===== config.mk =====
export PLATFORM = sky130hd
export DESIGN_NAME = mmio_out_port
export DESIGN_NICKNAME = d
export VERILOG_FILES = /design/src/rtl/mmio_out_port.sv
export SDC_FILE = /design/constraint.sdc
export NUM_CORES = 1
export LEC_CHECK = 0
export ABC_AREA = 1
export CORE_MARGIN = 1
export CORE_UTILIZATION = 50
export CTS_BUF_LIST = sky130_fd_sc_hd__clkbuf_2 sky130_fd_sc_hd__clkbuf_4 sky130_fd_sc_hd__clkbuf_8
export DETAILED_ROUTE_END_ITERATION = 12
export PLACE_DENSITY = 0.74
export SYNTH_ARGS = -nofsm -noshare
export SYNTH_HDL_FRONTEND = slang
export SYNTH_SLANG_ARGS = --single-unit

===== constraint.sdc =====
create_clock -name clk -period 4.1 [get_ports clk]
set_input_delay 0.82 -clock clk [delete_from_list [all_inputs] [get_ports clk]]
set_output_delay 0.82 -clock clk [all_outputs]
set_load 0.05 [all_outputs]

===== src/rtl/mmio_out_port.sv =====
`default_nettype none
// =============================================================================
// mmio_out_port - CPU store FIFO drained onto a UART-style 8N1 line, LSB first
// Rev 1.0
// =============================================================================
module mmio_out_port #(
  parameter logic [31:0] ADDR         = 32'h0000_0000,
  parameter int          DEPTH        = 4,
  parameter int          CLKS_PER_BIT = 8
) (
  input  logic        clk,
  input  logic        reset,
  input  logic        memwrite,
  input  logic [31:0] dataadr,
  input  logic [31:0] writedata,
  output logic [31:0] readdata,
  output logic        tx,
  output logic        busy,
  output logic        overflow
);
  localparam int                 c_ptr_w     = $clog2(DEPTH);
  localparam int                 c_cnt_w     = $clog2(CLKS_PER_BIT);
  localparam int                 c_baud_max  = CLKS_PER_BIT - 1;
  localparam logic [c_cnt_w-1:0] c_baud_last = c_baud_max[c_cnt_w-1:0];
  localparam logic [c_ptr_w:0]   c_full_cnt  = DEPTH[c_ptr_w:0];
  localparam logic [31:0]        c_stat_addr = ADDR + 32'd4;

  typedef enum logic [1:0] {
    S_IDLE  = 2'd0,
    S_START = 2'd1,
    S_DATA  = 2'd2,
    S_STOP  = 2'd3
  } state_t;

  state_t               r_state;
  state_t               w_state_nxt;
  logic [c_cnt_w-1:0]   r_baud;
  logic [2:0]           r_bit_idx;
  logic [1:0]           r_byte_idx;
  logic [31:0]          r_shift;
  logic [31:0]          r_mem [DEPTH];
  logic [c_ptr_w-1:0]   r_wr_ptr;
  logic [c_ptr_w-1:0]   r_rd_ptr;
  logic [c_ptr_w:0]     r_count;
  logic                 r_overflow;

  logic w_empty;
  logic w_full;
  logic w_push_req;
  logic w_clr_req;
  logic w_baud_done;
  logic w_pop;
  logic w_push;
  logic w_drop;

  assign w_empty     = (r_count == '0);
  assign w_full      = (r_count == c_full_cnt);
  assign w_push_req  = memwrite && (dataadr == ADDR);
  assign w_clr_req   = memwrite && (dataadr == c_stat_addr) && writedata[3];
  assign w_baud_done = (r_baud == c_baud_last);
  // A pop on the same edge frees the slot being written, so a full FIFO still accepts.
  assign w_push      = w_push_req && (!w_full || w_pop);
  assign w_drop      = w_push_req && w_full && !w_pop;

  always_comb begin
    w_state_nxt = r_state;
    w_pop       = 1'b0;
    case (r_state)
      S_IDLE: begin
        if (!w_empty) begin
          w_pop       = 1'b1;
          w_state_nxt = S_START;
        end
      end
      S_START: begin
        if (w_baud_done) w_state_nxt = S_DATA;
      end
      S_DATA: begin
        if (w_baud_done && (r_bit_idx == 3'd7)) w_state_nxt = S_STOP;
      end
      S_STOP: begin
        if (w_baud_done) begin
          if (r_byte_idx != 2'd3) begin
            w_state_nxt = S_START;
          end else if (!w_empty) begin
            w_pop       = 1'b1;
            w_state_nxt = S_START;
          end else begin
            w_state_nxt = S_IDLE;
          end
        end
      end
      default: w_state_nxt = S_IDLE;
    endcase
  end

  always_ff @(posedge clk or negedge reset) begin
    if (!reset) begin
      r_state    <= S_IDLE;
      r_baud     <= '0;
      r_bit_idx  <= 3'd0;
      r_byte_idx <= 2'd0;
      r_shift    <= 32'd0;
      r_wr_ptr   <= '0;
      r_rd_ptr   <= '0;
      r_count    <= '0;
      r_overflow <= 1'b0;
    end else begin
      r_state <= w_state_nxt;

      if ((r_state == S_IDLE) || w_baud_done) r_baud <= '0;
      else                                    r_baud <= r_baud + 1'b1;

      if (w_pop) begin
        r_shift    <= r_mem[r_rd_ptr];
        r_rd_ptr   <= r_rd_ptr + 1'b1;
        r_byte_idx <= 2'd0;
      end else begin
        if ((r_state == S_DATA) && w_baud_done) r_shift <= r_shift >> 1;
        if ((r_state == S_STOP) && w_baud_done && (r_byte_idx != 2'd3))
          r_byte_idx <= r_byte_idx + 2'd1;
      end

      if ((r_state == S_DATA) && w_baud_done) r_bit_idx <= r_bit_idx + 3'd1;

      if (w_push) r_wr_ptr <= r_wr_ptr + 1'b1;

      case ({w_push, w_pop})
        2'b10:   r_count <= r_count + 1'b1;
        2'b01:   r_count <= r_count - 1'b1;
        default: r_count <= r_count;
      endcase

      // Set takes priority over a clear landing on the same edge.
      if (w_drop)         r_overflow <= 1'b1;
      else if (w_clr_req) r_overflow <= 1'b0;
    end
  end

  always_ff @(posedge clk) begin
    if (w_push) r_mem[r_wr_ptr] <= writedata;
  end

  always_comb begin
    tx = 1'b1;
    case (r_state)
      S_START: tx = 1'b0;
      S_DATA:  tx = r_shift[0];
      default: tx = 1'b1;
    endcase
  end

  assign busy     = (r_state != S_IDLE) || !w_empty;
  assign overflow = r_overflow;
  assign readdata = (dataadr == c_stat_addr) ?
                    {28'd0, r_overflow, busy, w_full, w_empty} : 32'd0;

endmodule
`default_nettype wire

==> impl_results.md, run 1 <==
* I/O pin count at 102
* Nets@finish at 783
* Remaining DRCs at 7
* Vias/cell at 5.63
* Dominant cells by area after synthesis: edfxtp_1 50%, dfrtp_1 16%, nand2_1 6.0%, a21oi_1 4.2%, a221o_1 3.9%
* Async S/R FF share, synth at 28.1%
* Post-Layout Inst Area at 8840 um2
* CTS buffer count at 17
* Mapped cell area at 7630 um2
* Worst setup margin at 0.361 ns
* Worst Reg2Reg Path Length in Cells at 10
* Final hold violation count at 0
* Hold Crit Class: in2async
* Period utilisation layout at 91.2%
* Total gr overflow at 0
* Avg Cell Area, Syn at 12.1 um2
* ANT cells at 0
* Die Y at 126 um
* Type of origin of the critical path: primary input
* Relative slew slack at 25.1%
* Final Max Tran Viols at 0
* Layout cells sized above 1 at 9.52%
* WL/cell at 17.6 um
* Post-synth top cells: 128 x edfxtp_1, 122 x nand2_1, 64 x a21oi_1
* Vias in the first global route at 5,243
* # setup viols final at 0
* Cells after Synth at 629
* Die width at 126 um
* Pwr per Cell Area at 379 nW/um2
* Count of yosys warnings during synthesis at 0
* CTS tree: built
* CP endpoint kind: output port
* DR iter-0 viols at 381
* Arrival @ worst endpoint at 2.92 ns
* DRT Pass-1 Iters at 9
* Reg2Reg Launch Point: r_baud[0]$_DFF_PN0_
* # H-tree levels at 4
* GP Congestion at 0.725
* Final core occ at 60.1%
* Violated checks: DRC
* Worst skew pair latency at 0.46 ns
* Root Buffer: clkbuf_8
* Sw Pwr at 695 uW
* Clock Pin Slew Worst Setup and Hold Paths at 0.08 ns
* First-pass GRT wire length at 25.8 mm
* Initial Util at 51.9%
* Num rows at 44
* Reg-to-reg critical path endpoint: r_count[1]$_DFFE_PN0P_
* Internal power at 2660 uW
* Setup slack at placement at 0.350 ns
* CORE AREA at 14,700 um2
* Setup_tns at 0 ns
* Synth Flop Type: edfxtp_1
* Status: finished with violations
* Switch share at 20.7%
* Number of flops mapped to enable cells by yosys at 128
* CP max FO at 5
* Pin count of the biggest net entering global routing at 71
* Routed via count at 5,053
* Layout overhead on the synthesized area at 15.9%
* Post-synth top area share at 50.4%
* Count leader, synth: edfxtp_1
* Peak supply drop at 269 uV
* Crit path from: dataadr[21]
* Setup crit end: readdata[3]
* Sinks on the clock net at 178
* R2R Setup Slk at 1.43 ns
* Initial antenna violation count at 0
* Clock skew at 0.00843 ns
* Clock share of power at 38.0%
* WL final at 15.8 mm
* Register bit total from synthesis at 178
* Comb pwr share at 4.5%
* Slew @ Worst Pin at 1.12 ns
* CTS Buffer Depth at 2
* Static leakage at 0.00326 uW
* DP Area at 8400 um2
* Crit path kind: in2out
* Antenna Nets Post-Route at 0
* Maxcap violations at 0
* Sequential share of power at 57.6%
* Post-synthesis sequential area ratio at 66.8%
* Fill count at 1,166
* Peak Freq at 267 MHz
* Total GRT Usage at 21.4%
* Setup Buffers After CTS at 0
* I/O Buffers at 73
* Hold buffers post-CTS at 0
* HPWL reported at the end of detailed placement at 9.42 mm
* Die area at 15,800 um2
* Worst endpoint required time at 3.28 ns
* Largest area contributor in the netlist: edfxtp_1
* Distinct cell type count after synthesis at 32
* RSZ-0062 raised after global routing: no
* PostCTS Resize Cnt at 0
* Min Tclk post-route at 3.74 ns
* Power, Total at 3350 uW
[kinds of logic after synthesis]
group           share of synthesized area, %
compound gates                          12.3
flops                                   66.8
fa+ha+maj                               2.56
simple gates                            10.7
other cells                           0.0492
buf+inv                                 7.02
xor+xnor                               0.574
[placed cells by master (no fill, tap or decap), drive strengths merged]
cell and count:
nand4 1, clkinv 5, dfrtp 50, a21oi 64, clkdlybuf4s50 72, nand3 25, a21boi 1, xnor2 1
or2 2, nor3 1, and3 1, bufinv 3, a32o 1, clkbuf 21, inv 37, fa 1
clkinvlp 2, a31oi 1, xor2 4, o21ai 11, a221o 30, nor2 38, conb 28, ha 14
o211ai 30, buf 15, edfxtp 128, nand2 125, o22ai 2
[flip-flops by register name, summed over array words and instances, names as in the netlist, 2 cells and up]
name	flops
r_baud	3
r_bit_idx	3
r_byte_idx	2
r_count	3
r_mem	128
r_rd_ptr	2
r_shift	32
r_state	2
r_wr_ptr	2
[power by group through the flow]
stage	sequential (uW)	clock [uW]	combinational [uW]
global placement	1970	0	145
floorplan	1970	0	81.9
finish	1930	1270	149
global route	1930	1360	158
detailed placement	1970	0	149
CTS	1930	1290	149
[worst max-delay path, cell delays in order]
cell and delay (ns):
clkdlybuf4s50_1 0.40, nor2_1 0.14, nand2_1 0.07, nor2_1 0.11
nand2_1 0.10, nor2_4 0.15, nand2_1 0.18, nor2_1 0.13
clkdlybuf4s50_1 0.82
[per-layer routing]
metal | part of all wire, % | GRT usage (%) | wire length [um] | vias to the layer above
met5 | 0 | 0 | 0 | -
met2 | 52 | 37.9 | 8160 | 196
met1 | 41 | 25.4 | 6570 | 2495
met3 | 4.9 | 3.81 | 773 | 27
met4 | 2.0 | 9.97 | 321 | 0
li1 | - | - | - | 2335
[through the flow]
| stage | std cells | hold slack, ns |
|---|---|---|
| floorplan | 656 | 0.410 |
| global placement | 866 | 0.422 |
| detailed placement | 866 | 0.438 |
| CTS | 898 | 0.400 |
| global route | 898 | 0.452 |
| finish | 898 | 0.410 |
[how the worst min path moves through the flow]
stage | startpoint | end | slack, ns | cells after the start
6_report | reset | r_state[1]$_DFFE_PN0P_ | 0.41 | 1
5_1_grt | reset | r_shift[0]$_DFFE_PN0P_ | 0.45 | 1
4_1_cts | reset | r_baud[0]$_DFF_PN0_ | 0.40 | 1
3_5_place_dp | r_baud[0]$_DFF_PN0_ | r_baud[0]$_DFF_PN0_ | 0.44 | 1
2_1_floorplan | r_baud[0]$_DFF_PN0_ | r_baud[0]$_DFF_PN0_ | 0.41 | 1
3_3_place_gp | r_baud[0]$_DFF_PN0_ | r_baud[0]$_DFF_PN0_ | 0.42 | 1
[final cells by class]
| cell class | instances | area [um2] | share of cell area (%) |
|---|---|---|---|
| well taps | 184 | 230 | 2.60 |
| multi-input cells | 381 | 2110 | 23.9 |
| clock inverters | 11 | 150 | 1.70 |
| inverters | 36 | 135 | 1.53 |
| clock buffers | 21 | 289 | 3.27 |
| repair buffers | 87 | 831 | 9.40 |
| flip-flops and latches | 178 | 5100 | 57.6 |
No activity file was read; power rests on OpenSTA's default activity.
==> run 2: changes to the inputs <==
--- a/config.mk
+++ b/config.mk
@@ -11,6 +11,7 @@
 export CTS_BUF_LIST = sky130_fd_sc_hd__clkbuf_2 sky130_fd_sc_hd__clkbuf_4 sky130_fd_sc_hd__clkbuf_8
 export DETAILED_ROUTE_END_ITERATION = 12
 export PLACE_DENSITY = 0.74
+export SLEW_MARGIN = 25
 export SYNTH_ARGS = -nofsm -noshare
 export SYNTH_HDL_FRONTEND = slang
 export SYNTH_SLANG_ARGS = --single-unit
==> run 2 against run 1 <==
Net effect:
- the flow still finishes with violations (DRC)
- final cell count did not move
- core utilization did not move
- first-iteration DRC count is 2.6% higher
==> impl_results.md, run 2 (synthesis gave the netlist of run 1 again) <==
* HPWL reported at the end of detailed placement at 9.42 mm
* WL final at 15.8 mm
* Pin count of the biggest net entering global routing at 71
* Commonest non-fill, non-tap cell in the layout: edfxtp_1
* Crit path kind: in2out
* Remaining DRCs at 7
* Worst endpoint required time at 3.28 ns
* Peak supply drop at 269 uV
* Vias in the first global route at 5,243
* Type of origin of the critical path: primary input
* Maxcap violations at 0
* DR iter-0 viols at 391
* Worst skew pair latency at 0.46 ns
* WL/cell at 17.6 um
* Arrival @ worst endpoint at 2.92 ns
* DRT Pass-1 Iters at 9
* Routed via count at 5,045
* # setup viols final at 0
* Initial Util at 51.9%
* Root Buffer: clkbuf_8
* Worst stage delay on the critical path at 0.82 ns
* Die width at 126 um
* Setup_tns at 0 ns
* Crit path max-delay cell type: clkdlybuf4s50_1
* First-pass GRT wire length at 25.8 mm
* Final hold violation count at 0
* Layout cells sized above 1 at 9.66%
* Worst Reg2Reg Path Length in Cells at 10
* Reg-to-reg critical path endpoint: r_count[1]$_DFFE_PN0P_
* Slew @ Worst Pin at 0.804 ns
* Clock skew at 0.00735 ns
* CP max FO at 5
* # H-tree levels at 4
* Violated checks: DRC
* Multi-input logic area at 2110 um2
* CTS buffer count at 17
* RSZ-0062 raised after global routing: no
* Hold Crit Class: in2async
* ANT cells at 0
* Vias/cell at 5.62
* Min Tclk post-route at 3.74 ns
* Total GRT Usage at 21.4%
* Hold buffers post-CTS at 0
* FF+latch area at 5100 um2
* Static leakage at 0.00326 uW
* CTS Buffer Depth at 2
* Pwr per Cell Area at 379 nW/um2
* Reg with most FFs: r_mem
* Initial antenna violation count at 0
* Layout overhead on the synthesized area at 15.9%
* CP endpoint kind: output port
* CTS tree: built
* Kind of cell adding the most delay to the critical path: buffers and inverters
* Crit path cell chain: clkdlybuf4s50_1 -> nor2_1 -> nand2_1 -> nor2_1 -> nand2_1 -> nor2_4 -> nand2_1 -> nor2_1 -> clkdlybuf4s50_1
* Period utilisation layout at 91.2%
* Setup Buffers After CTS at 0
* Most frequent cells in the layout: 128 x edfxtp_1, 122 x nand2_1, 72 x clkdlybuf4s50_1, 64 x a21oi_1, 49 x dfrtp_1
* Final Max Tran Viols at 0
* CORE AREA at 14,700 um2
* Die area at 15,800 um2
* Sinks on the clock net at 178
* GP Congestion at 0.725
* Clock Pin Slew Worst Setup and Hold Paths at 0.08 ns
* I/O Buffers at 73
* Peak Freq at 267 MHz
* Reg2Reg Launch Point: r_baud[0]$_DFF_PN0_
* Antenna Nets Post-Route at 0
* Num rows at 44
* Fill count at 1,166
* Total gr overflow at 0
* Largest regs: r_mem: 128 flops, r_shift: 32 flops
* PostCTS Resize Cnt at 0
* Nets@finish at 783
* Relative slew slack at 46.3%
* Max reg flops at 128
* Power, Total at 3350 uW
* Status: finished with violations
* R2R Setup Slk at 1.43 ns
* Die Y at 126 um
* CP bufs+invs at 2
* I/O pin count at 102
## run 2: cell types whose count changed in the layout (fill, tap and decap cells not counted)
cell   before  now
inv_1      30   29
inv_2       6    7
## run 2: how the worst max path moves through the flow
stage | start | to | cells after the start
floorplan | dataadr[13] | r_mem[0][0]$_DFFE_PP_ | 7
global placement | dataadr[1] | readdata[2] | 9
detailed placement | dataadr[21] | readdata[3] | 9
CTS | dataadr[21] | readdata[3] | 9
global route | dataadr[16] | readdata[3] | 9
finish | dataadr[21] | readdata[3] | 9
## run 2: layer usage
layer / vias to the layer above / wire length (um) / track usage (%) / part of all wire, %
met5: - / 0 / 0 / 0
met4: 0 / 299 / 9.97 / 1.9
met3: 26 / 797 / 3.81 / 5.1
met2: 184 / 8130 / 37.9 / 52
met1: 2499 / 6550 / 25.4 / 42
li1: 2336 / - / - / -
## run 2: final cells by class
class                      count  area share (%)
clock buffer                  21            3.27
multi-input combinational    381            23.9
tap                          184            2.60
timing repair buffer          87            9.40
clock inverter                11            1.70
inverter                      36            1.53
sequential                   178            57.6
## run 2: report_power, final
part	leakage (uW)	internal (uW)	switching, uW
clock	0.000218	670	604
combinational	0.00129	57.7	91.3
sequential	0.00174	1930	0.00000610
## run 2: stage by stage
step                      instance area (um2)  hold WS, ns  setup WS, ns  util [%]  instances
after floorplan                          7730        0.410         0.871         -        656
final                                    8840        0.409         0.361      60.1        898
after global routing                     8840        0.452         0.228      60.1        898
after global placement                   8400        0.422         0.462      57.2        866
after detailed placement                 8400        0.438         0.350      57.2        866
after CTS                                8840        0.400         0.350      60.1        898
